===== config.mk =====
export PLATFORM = sky130hd
export DESIGN_NAME = automaton_string_driver
export DESIGN_NICKNAME = d
export VERILOG_FILES = /design/src/rtl/asd_pkg.sv /design/src/rtl/shortlex_counter.sv /design/src/rtl/automaton_string_driver.sv
export SDC_FILE = /design/constraint.sdc
export NUM_CORES = 1
export LEC_CHECK = 0
export BUFFER_PORTS_ARGS = -buffer_cell sky130_fd_sc_hd__buf_2
export CAP_MARGIN = 10
export CORE_MARGIN = 2
export CORE_UTILIZATION = 28
export CTS_CLUSTER_DIAMETER = 150
export DETAILED_ROUTE_END_ITERATION = 7
export HOLD_SLACK_MARGIN = 0.1
export PLACE_DENSITY = 0.43
export SKIP_CTS_REPAIR_TIMING = 1
export SYNTH_ARGS = -nofsm -noshare
export SYNTH_HDL_FRONTEND = slang
export SYNTH_SLANG_ARGS = --single-unit

===== constraint.sdc =====
create_clock -name clk -period 2.52 [get_ports clk]
set_clock_uncertainty 0.1 [all_clocks]
set_input_delay 0.504 -clock clk [delete_from_list [all_inputs] [get_ports clk]]
set_output_delay 0.504 -clock clk [all_outputs]
set_load 0.01 [all_outputs]

===== src/rtl/asd_pkg.sv =====
// Shared state type and constant helpers for the automaton string driver.
package asd_pkg;

    localparam int unsigned MAX_LEN_LIMIT = 16;

    typedef enum logic [2:0] {
        StIdle,
        StRst,
        StShift,
        StCheck,
        StDone,
        StFail
    } asd_state_e;

    function automatic int unsigned clog2(input int unsigned value);
        int unsigned result;
        result = 0;
        for (int unsigned i = 0; i < 32; i++) begin
            if ((64'd1 << i) < 64'(value)) result = i + 1;
        end
        return result;
    endfunction

endpackage


===== src/rtl/shortlex_counter.sv =====
// Shortlex enumerator: len/val step through every binary string, shortest first,
// values in increasing order within one length.
module shortlex_counter
    import asd_pkg::*;
#(
    parameter int unsigned MAX_LEN = 8,
    parameter int unsigned LEN_W   = clog2(MAX_LEN + 1)
) (
    input  logic               clk,
    input  logic               reset,
    input  logic               clear,
    input  logic               advance,
    output logic [LEN_W-1:0]   len,
    output logic [MAX_LEN-1:0] val,
    output logic               last
);

    logic [LEN_W-1:0]   len_q;
    logic [MAX_LEN-1:0] val_q;
    logic [MAX_LEN-1:0] val_max;
    logic               at_max;

    // All-ones pattern of the current length: the last value before the length grows.
    always_comb begin
        val_max = '0;
        for (int unsigned i = 0; i < MAX_LEN; i++) begin
            val_max[i] = (i < 32'(len_q));
        end
    end

    assign at_max = (val_q == val_max);
    assign last   = at_max && (len_q == LEN_W'(MAX_LEN));

    always_ff @(posedge clk) begin
        if (reset || clear) begin
            len_q <= '0;
            val_q <= '0;
        end else if (advance && !last) begin
            if (at_max) begin
                len_q <= len_q + LEN_W'(1);
                val_q <= '0;
            end else begin
                val_q <= val_q + MAX_LEN'(1);
            end
        end
    end

    assign len = len_q;
    assign val = val_q;

endmodule


===== src/rtl/automaton_string_driver.sv =====
// Drives every binary string up to MAX_LEN into two automata and stops on the first
// accept-output disagreement, latching the counterexample.
module automaton_string_driver
    import asd_pkg::*;
#(
    parameter int unsigned MAX_LEN = 8,
    parameter int unsigned LEN_W   = clog2(MAX_LEN + 1),
    parameter int unsigned CNT_W   = 20
) (
    input  logic               clk,
    input  logic               reset,
    input  logic               start,
    output logic               dut_reset,
    output logic               dut_in,
    input  logic               acc1,
    input  logic               acc2,
    output logic               busy,
    output logic               done,
    output logic               mismatch,
    output logic [LEN_W-1:0]   cex_len,
    output logic [MAX_LEN-1:0] cex_bits,
    output logic [CNT_W-1:0]   strings_tested
);

    asd_state_e state_q, state_d;

    logic [LEN_W-1:0]   idx_q, idx_d;
    logic [LEN_W-1:0]   len;
    logic [MAX_LEN-1:0] val;
    logic               last;
    logic               clear;
    logic               advance;

    logic               dut_reset_q, dut_in_q, busy_q;
    logic               dut_in_d;
    logic               done_q, done_d;
    logic               mismatch_q, mismatch_d;
    logic [LEN_W-1:0]   cex_len_q, cex_len_d;
    logic [MAX_LEN-1:0] cex_bits_q, cex_bits_d;
    logic [CNT_W-1:0]   tested_q, tested_d;
    logic [LEN_W-1:0]   sym_sel;

    shortlex_counter #(
        .MAX_LEN (MAX_LEN),
        .LEN_W   (LEN_W)
    ) u_counter (
        .clk     (clk),
        .reset   (reset),
        .clear   (clear),
        .advance (advance),
        .len     (len),
        .val     (val),
        .last    (last)
    );

    always_comb begin
        state_d    = state_q;
        idx_d      = idx_q;
        clear      = 1'b0;
        advance    = 1'b0;
        done_d     = done_q;
        mismatch_d = mismatch_q;
        cex_len_d  = cex_len_q;
        cex_bits_d = cex_bits_q;
        tested_d   = tested_q;

        case (state_q)
            StIdle, StDone, StFail: begin
                if (start) begin
                    clear      = 1'b1;
                    done_d     = 1'b0;
                    mismatch_d = 1'b0;
                    cex_len_d  = '0;
                    cex_bits_d = '0;
                    tested_d   = '0;
                    state_d    = StRst;
                end
            end
            StRst: begin
                idx_d   = len;
                state_d = (len == '0) ? StCheck : StShift;
            end
            StShift: begin
                idx_d = idx_q - LEN_W'(1);
                if (idx_q == LEN_W'(1)) state_d = StCheck;
            end
            StCheck: begin
                if (acc1 != acc2) begin
                    mismatch_d = 1'b1;
                    cex_len_d  = len;
                    cex_bits_d = val;
                    state_d    = StFail;
                end else begin
                    tested_d = tested_q + CNT_W'(1);
                    if (last) begin
                        done_d  = 1'b1;
                        state_d = StDone;
                    end else begin
                        advance = 1'b1;
                        state_d = StRst;
                    end
                end
            end
            default: state_d = StIdle;
        endcase

        // Outputs are registered, so select the symbol for the cycle being entered (MSB first).
        sym_sel  = idx_d - LEN_W'(1);
        dut_in_d = (state_d == StShift) && |(val & (MAX_LEN'(1) << sym_sel));
    end

    always_ff @(posedge clk) begin
        if (reset) begin
            state_q     <= StIdle;
            idx_q       <= '0;
            dut_reset_q <= 1'b0;
            dut_in_q    <= 1'b0;
            busy_q      <= 1'b0;
            done_q      <= 1'b0;
            mismatch_q  <= 1'b0;
            cex_len_q   <= '0;
            cex_bits_q  <= '0;
            tested_q    <= '0;
        end else begin
            state_q     <= state_d;
            idx_q       <= idx_d;
            dut_reset_q <= (state_d == StRst);
            dut_in_q    <= dut_in_d;
            busy_q      <= (state_d == StRst) || (state_d == StShift) || (state_d == StCheck);
            done_q      <= done_d;
            mismatch_q  <= mismatch_d;
            cex_len_q   <= cex_len_d;
            cex_bits_q  <= cex_bits_d;
            tested_q    <= tested_d;
        end
    end

    assign dut_reset      = dut_reset_q;
    assign dut_in         = dut_in_q;
    assign busy           = busy_q;
    assign done           = done_q;
    assign mismatch       = mismatch_q;
    assign cex_len        = cex_len_q;
    assign cex_bits       = cex_bits_q;
    assign strings_tested = tested_q;

endmodule


* Word-level counts from Yosys, hierarchy flattened
Cells that the tools add are included.
Word-level totals: input port bits 5, memories 0, bits in registers 56, output and inout bits 37, ROM bits 0, memory bits (writable) 0, bits in latches 0, logic and storage cells 87
Cells by class: reduce and logical (&&, ||, !) cells 16, muxes and demuxes 28, equal/unequal tests 16, magnitude comparators 8, add/subtract/negate cells 5, bitwise logic cells 1, divide/modulo/power cells 0, multipliers 0, shift-type cells 1
Operators with widths (count):
- $mux 20 | 2
- $pmux 20 s2 | 1
- $mux 8 | 3
- $add 20x1->20 const B | 1
- $lt 3x4->1 const A | 4
- $pmux 4 s2 | 2
- $pmux 8 s2 | 1
- $eq 3x2->1 const B | 4
- $mux 3 | 4
- $pmux 3 s4 | 1
- $mux 1 | 10
- $add 8x1->8 const B | 1
- $and 8x8->8 | 1
- $eq 8x8->1 | 1
- $lt 1x4->1 const A | 2
- $lt 2x4->1 const A | 2
- $mux 4 | 2
- $reduce_or 8->1 | 1
- $shl 1x4->8 const A | 1
- $sub 4x1->4 const B | 2
- $eq 3x1->1 const B | 2
- $eq 3x3->1 const B | 2
- $ne 2x2->1 const B | 3
- $reduce_and 3->1 | 2
- other kinds (15) | 20

* Longest topological paths before layout
depth after elaboration 9, mapped depth 9, mapped depth without buffers 8

* Cells and area by module
From an unflattened synthesis, not the netlist that was laid out.
Unflattened totals: cells, all modules 328, area, all modules 2869.0 µm²
By module, submodules not included:
- automaton_string_driver | times used 1, sequential area each 880.8 µm², area an instance 2020.7 µm², cells an instance 223
- shortlex_counter | times used 1, sequential area each 240.2 µm², area an instance 848.3 µm², cells an instance 105

* Worst setup path after synthesis
OpenSTA, ideal clock, no wires.
path kind flip-flop to flip-flop, start reg u_counter.len_q[1], in the netlist u_counter.len[1], end reg u_counter.len_q[3], in the netlist u_counter.len[3], stages on the path, launching flop included 9, path buffers 0, data arrival time 2.092 ns, data required time 2.349 ns, setup time 0.071 ns, clock period less this slack 2.263 ns, path slack 0.257 ns, path through dfxtp_1 -> inv_1 -> ha_1 -> nor3b_1 -> o21bai_1 -> a22o_1 -> or3_4 -> or4_1 -> a21oi_1
Between the ends: word-level cells in the longest chain between the ends 8
Ends and longest elaborated chain:
- start: declaration | RTL line shortlex_counter.sv:18 | logic [LEN_W-1:0] len_q;
- start signal: assignment | RTL line shortlex_counter.sv:40 | len_q <= len_q + LEN_W'(1);
- $lt 1x4->1 (tied with other cells) | RTL line shortlex_counter.sv:27 | val_max[i] = (i < 32'(len_q));
- $eq 8x8->1 | RTL line shortlex_counter.sv:31 | assign at_max = (val_q == val_max);
- $logic_and 1x1->1 | RTL line shortlex_counter.sv:32 | assign last = at_max && (len_q == LEN_W'(MAX_LEN));
- $mux 1 | RTL line automaton_string_driver.sv:95 | if (last) begin
- $mux 1 | RTL line automaton_string_driver.sv:88 | if (acc1 != acc2) begin
- $mux 1 | RTL line automaton_string_driver.sv:67 | case (state_q)
- $logic_and 1x1->1 | RTL line shortlex_counter.sv:38 | end else if (advance && !last) begin
- $reduce_and 2->1 (no line)
Several ways; a longest one is shown, not always the timed one. A chain may end at the register's enable or synchronous reset.

* Final worst setup path
Same ends and word-level chain as after synthesis.

==> run metrics <==
crit path from u_counter.len[1]; clock-pin transition on the worst setup and hold timing paths 0.11 ns; Reg2Reg Setup Slack 0.18 ns; Worst Path Buf+Inv 1; Max Clock Freq 427 MHz; slowest stage cell, crit path or4_1; busiest layer in global routing met2; post-synth cell types 54; die area 11,300 um^2; worst-path fanout max 5; Nets 424; cell family with most CP delay simple AND/OR/NAND/NOR gates; Overflow after GRT 0; CTS tree built; Port-buffer cells 41; Worst Setup End Kind register; via count 2,711; vias per std cell 4.94; Yosys Warn Count 0; FILL cells 1,148; asr flop ratio synth 0%; normalized max-slew margin 43.4%; Crit Path Class reg -> reg; worst-path cell chain inv_1 -> ha_2 -> nor3b_2 -> o21bai_1 -> a22o_1 -> or3_4 -> or4_1 -> a21oi_1; drt total wl 8020 um; HP Class reg -> reg; WP data required 2.68 ns; vias in the first global route 2,621; Slew Viols, Final 0; met3 GRT Util 3.56%; capture point of the worst reg-to-reg path u_counter.len[3]; peak supply drop 0.203 mV; Reg2Reg Depth 8; status finished clean; share of layout cells above drive strength 1 20.8%; htree depth 2; largest net degree at the start of global routing 24; Final TNS setup 0 ns; die span in y 106 um; r2r startpoint u_counter.len[1]; chip width 106 um; P per Cell Area 638 nW/um^2; gpl congestion 0.781; final setup fails 0; Final Instance Area 3550 um^2; number of flops mapped to enable cells by yosys 0; Tcrit/Tclk final 92.9%; total CTS buffers 5; maximum root-to-sink buffer count 2; Stages on worst setup path 8; # clock sinks 56; Detailed Place HPWL 5880 um; Cell Area, Synth 2940 um^2; Post-DRT Antenna Nets 0; drt pass-1 iters 4; Startpoint Class register; DP Area 3430 um^2; CTS root buf clkbuf_8; area grow syn2layout 20.6%; io pins 42; first-pass GRT wire length 13,300 um; wire per inst 14.6 um; Worst-Margin Slew 0.846 ns; FP Rows 37; Yosys reg bits 56; initial detailed-routing violation count 139; antenna violations before repair 0; minimum clock period 2.34 ns; Hold Fails Final Rpt 0; Net Count, Synth 371; Primary FF master, synth dfxtp_1; sequential area share after synthesis 38.1%; Clk Latency, worst-skew pair 0.32 ns; number of inserted diodes 0; DRC violations left 0; met2 Use GR 23.7%; Initial Util 28.6%; grt met1 use 19.5%; Tot GR Track Use 14.7%; crit path capture u_counter.len[3]; P_leak 0.00136 uW; RSZ-0062 raised after global routing false; Total Power 2260 uW; largest stage delay on the critical path 0.41 ns; Post-Syn Instances 359; CP arrival 2.50 ns; Synth Area per Inst 8.19 um^2; Core Footprint 10,300 um^2; Max-Cap Viols 0
[cell type report]
class	instances	area, um^2	area share, %
multi-input cells	272	1700	47.9
flip-flops and latches	56	1120	31.6
repair buffers	66	405	11.4
well taps	136	170	4.80
clock buffers	6	72.6	2.05
inverters	11	41.3	1.16
clock inverters	2	38.8	1.09
[flip-flops by register name, summed over array words and instances (netlist names)]
name            flops
u_counter.len       4
dut_in              1
state_q             3
cex_bits            8
mismatch            1
cex_len             4
u_counter.val       8
idx_q               4
done                1
strings_tested     20
dut_reset           1
busy                1
[through the flow]
step / std cells / setup slack, ns / hold slack (ns) / utilization, %
after detailed placement: 541 / 0.108 / 0.359 / 33.4
final: 549 / 0.180 / 0.371 / 34.5
after floorplan: 359 / 0.257 / 0.367 / -
after CTS: 549 / 0.0737 / 0.375 / 34.4
after global placement: 541 / 0.193 / 0.352 / 33.4
after global routing: 549 / 0.0197 / 0.391 / 34.5
[power by group]
group | internal [uW] | switching [uW] | total, uW | leakage (uW)
clock | 302 | 328 | 630 | 0.0000558
combinational | 278 | 394 | 671 | 0.000852
sequential | 930 | 31.4 | 962 | 0.000453
[tightest hold or removal path: stages (launching register included)]
cell and delay, ns:
dfxtp_1 0.32, nand3_1 0.06, a21oi_1 0.06
[cell usage after synthesis (4+ instances only)]
cell	count	area share, %
nor2_1	38	4.8
or3_1	9	1.9
o31ai_1	4	1.0
xor2_1	9	2.7
and2_1	5	1.1
nand2b_1	8	1.7
or4_1	4	1.0
xnor2_1	13	3.9
buf_2	5	0.85
nand4_1	7	1.5
mux2i_1	5	1.7
clkbuf_1	14	1.8
inv_1	11	1.4
nand2_1	31	4.0
a21oi_1	34	5.8
nor3_1	8	1.4
and3_1	5	1.1
nand3_1	22	3.7
ha_1	7	3.0
o21ai_0	15	2.6
o21ai_1	4	0.68
dfxtp_1	56	38
[worst min path at each step]
stage	slack [ns]	cells after the start	to	start
floorplan	0.37	2	cex_bits[3]	u_counter.val[3]
global placement	0.35	2	done	done
detailed placement	0.36	2	cex_bits[4]	cex_bits[4]
CTS	0.37	2	cex_bits[4]	cex_bits[4]
global route	0.39	3	state_q[2]	start
finish	0.37	2	cex_bits[0]	cex_bits[0]
[per-layer routing]
layer  wire [um]  share of wire [%]
met5           0                  0
met2        3640                 45
met3         423                5.3
met4          97                1.2
met1        3860                 48
[layout by cell type (no fill, tap or decap), types with 5 or more instances in the layout]
cell,netlist,layout
buf_2,5,41
ha_1,7,6
dfxtp_1,56,56
o21ai_0,15,15
and3_1,5,5
clkbuf_8,0,5
a21oi_1,34,34
nand4_1,7,7
inv_1,11,11
or3_1,9,9
nand3_1,22,22
buf_4,0,24
nand2b_1,8,8
xor2_1,9,9
and2_1,5,5
mux2i_1,5,5
nor2_1,38,38
nand2_1,31,31
xnor2_1,13,13
nor3_1,8,8
[kinds of logic after synthesis]
kind of cell	synth area share, %
compound gates	16.2
xor+xnor	6.55
fa+ha+maj	2.98
buf+inv	4.42
flops	38.1
mux	2.47
simple gates	29.3
(Power assumes the default switching activity.)
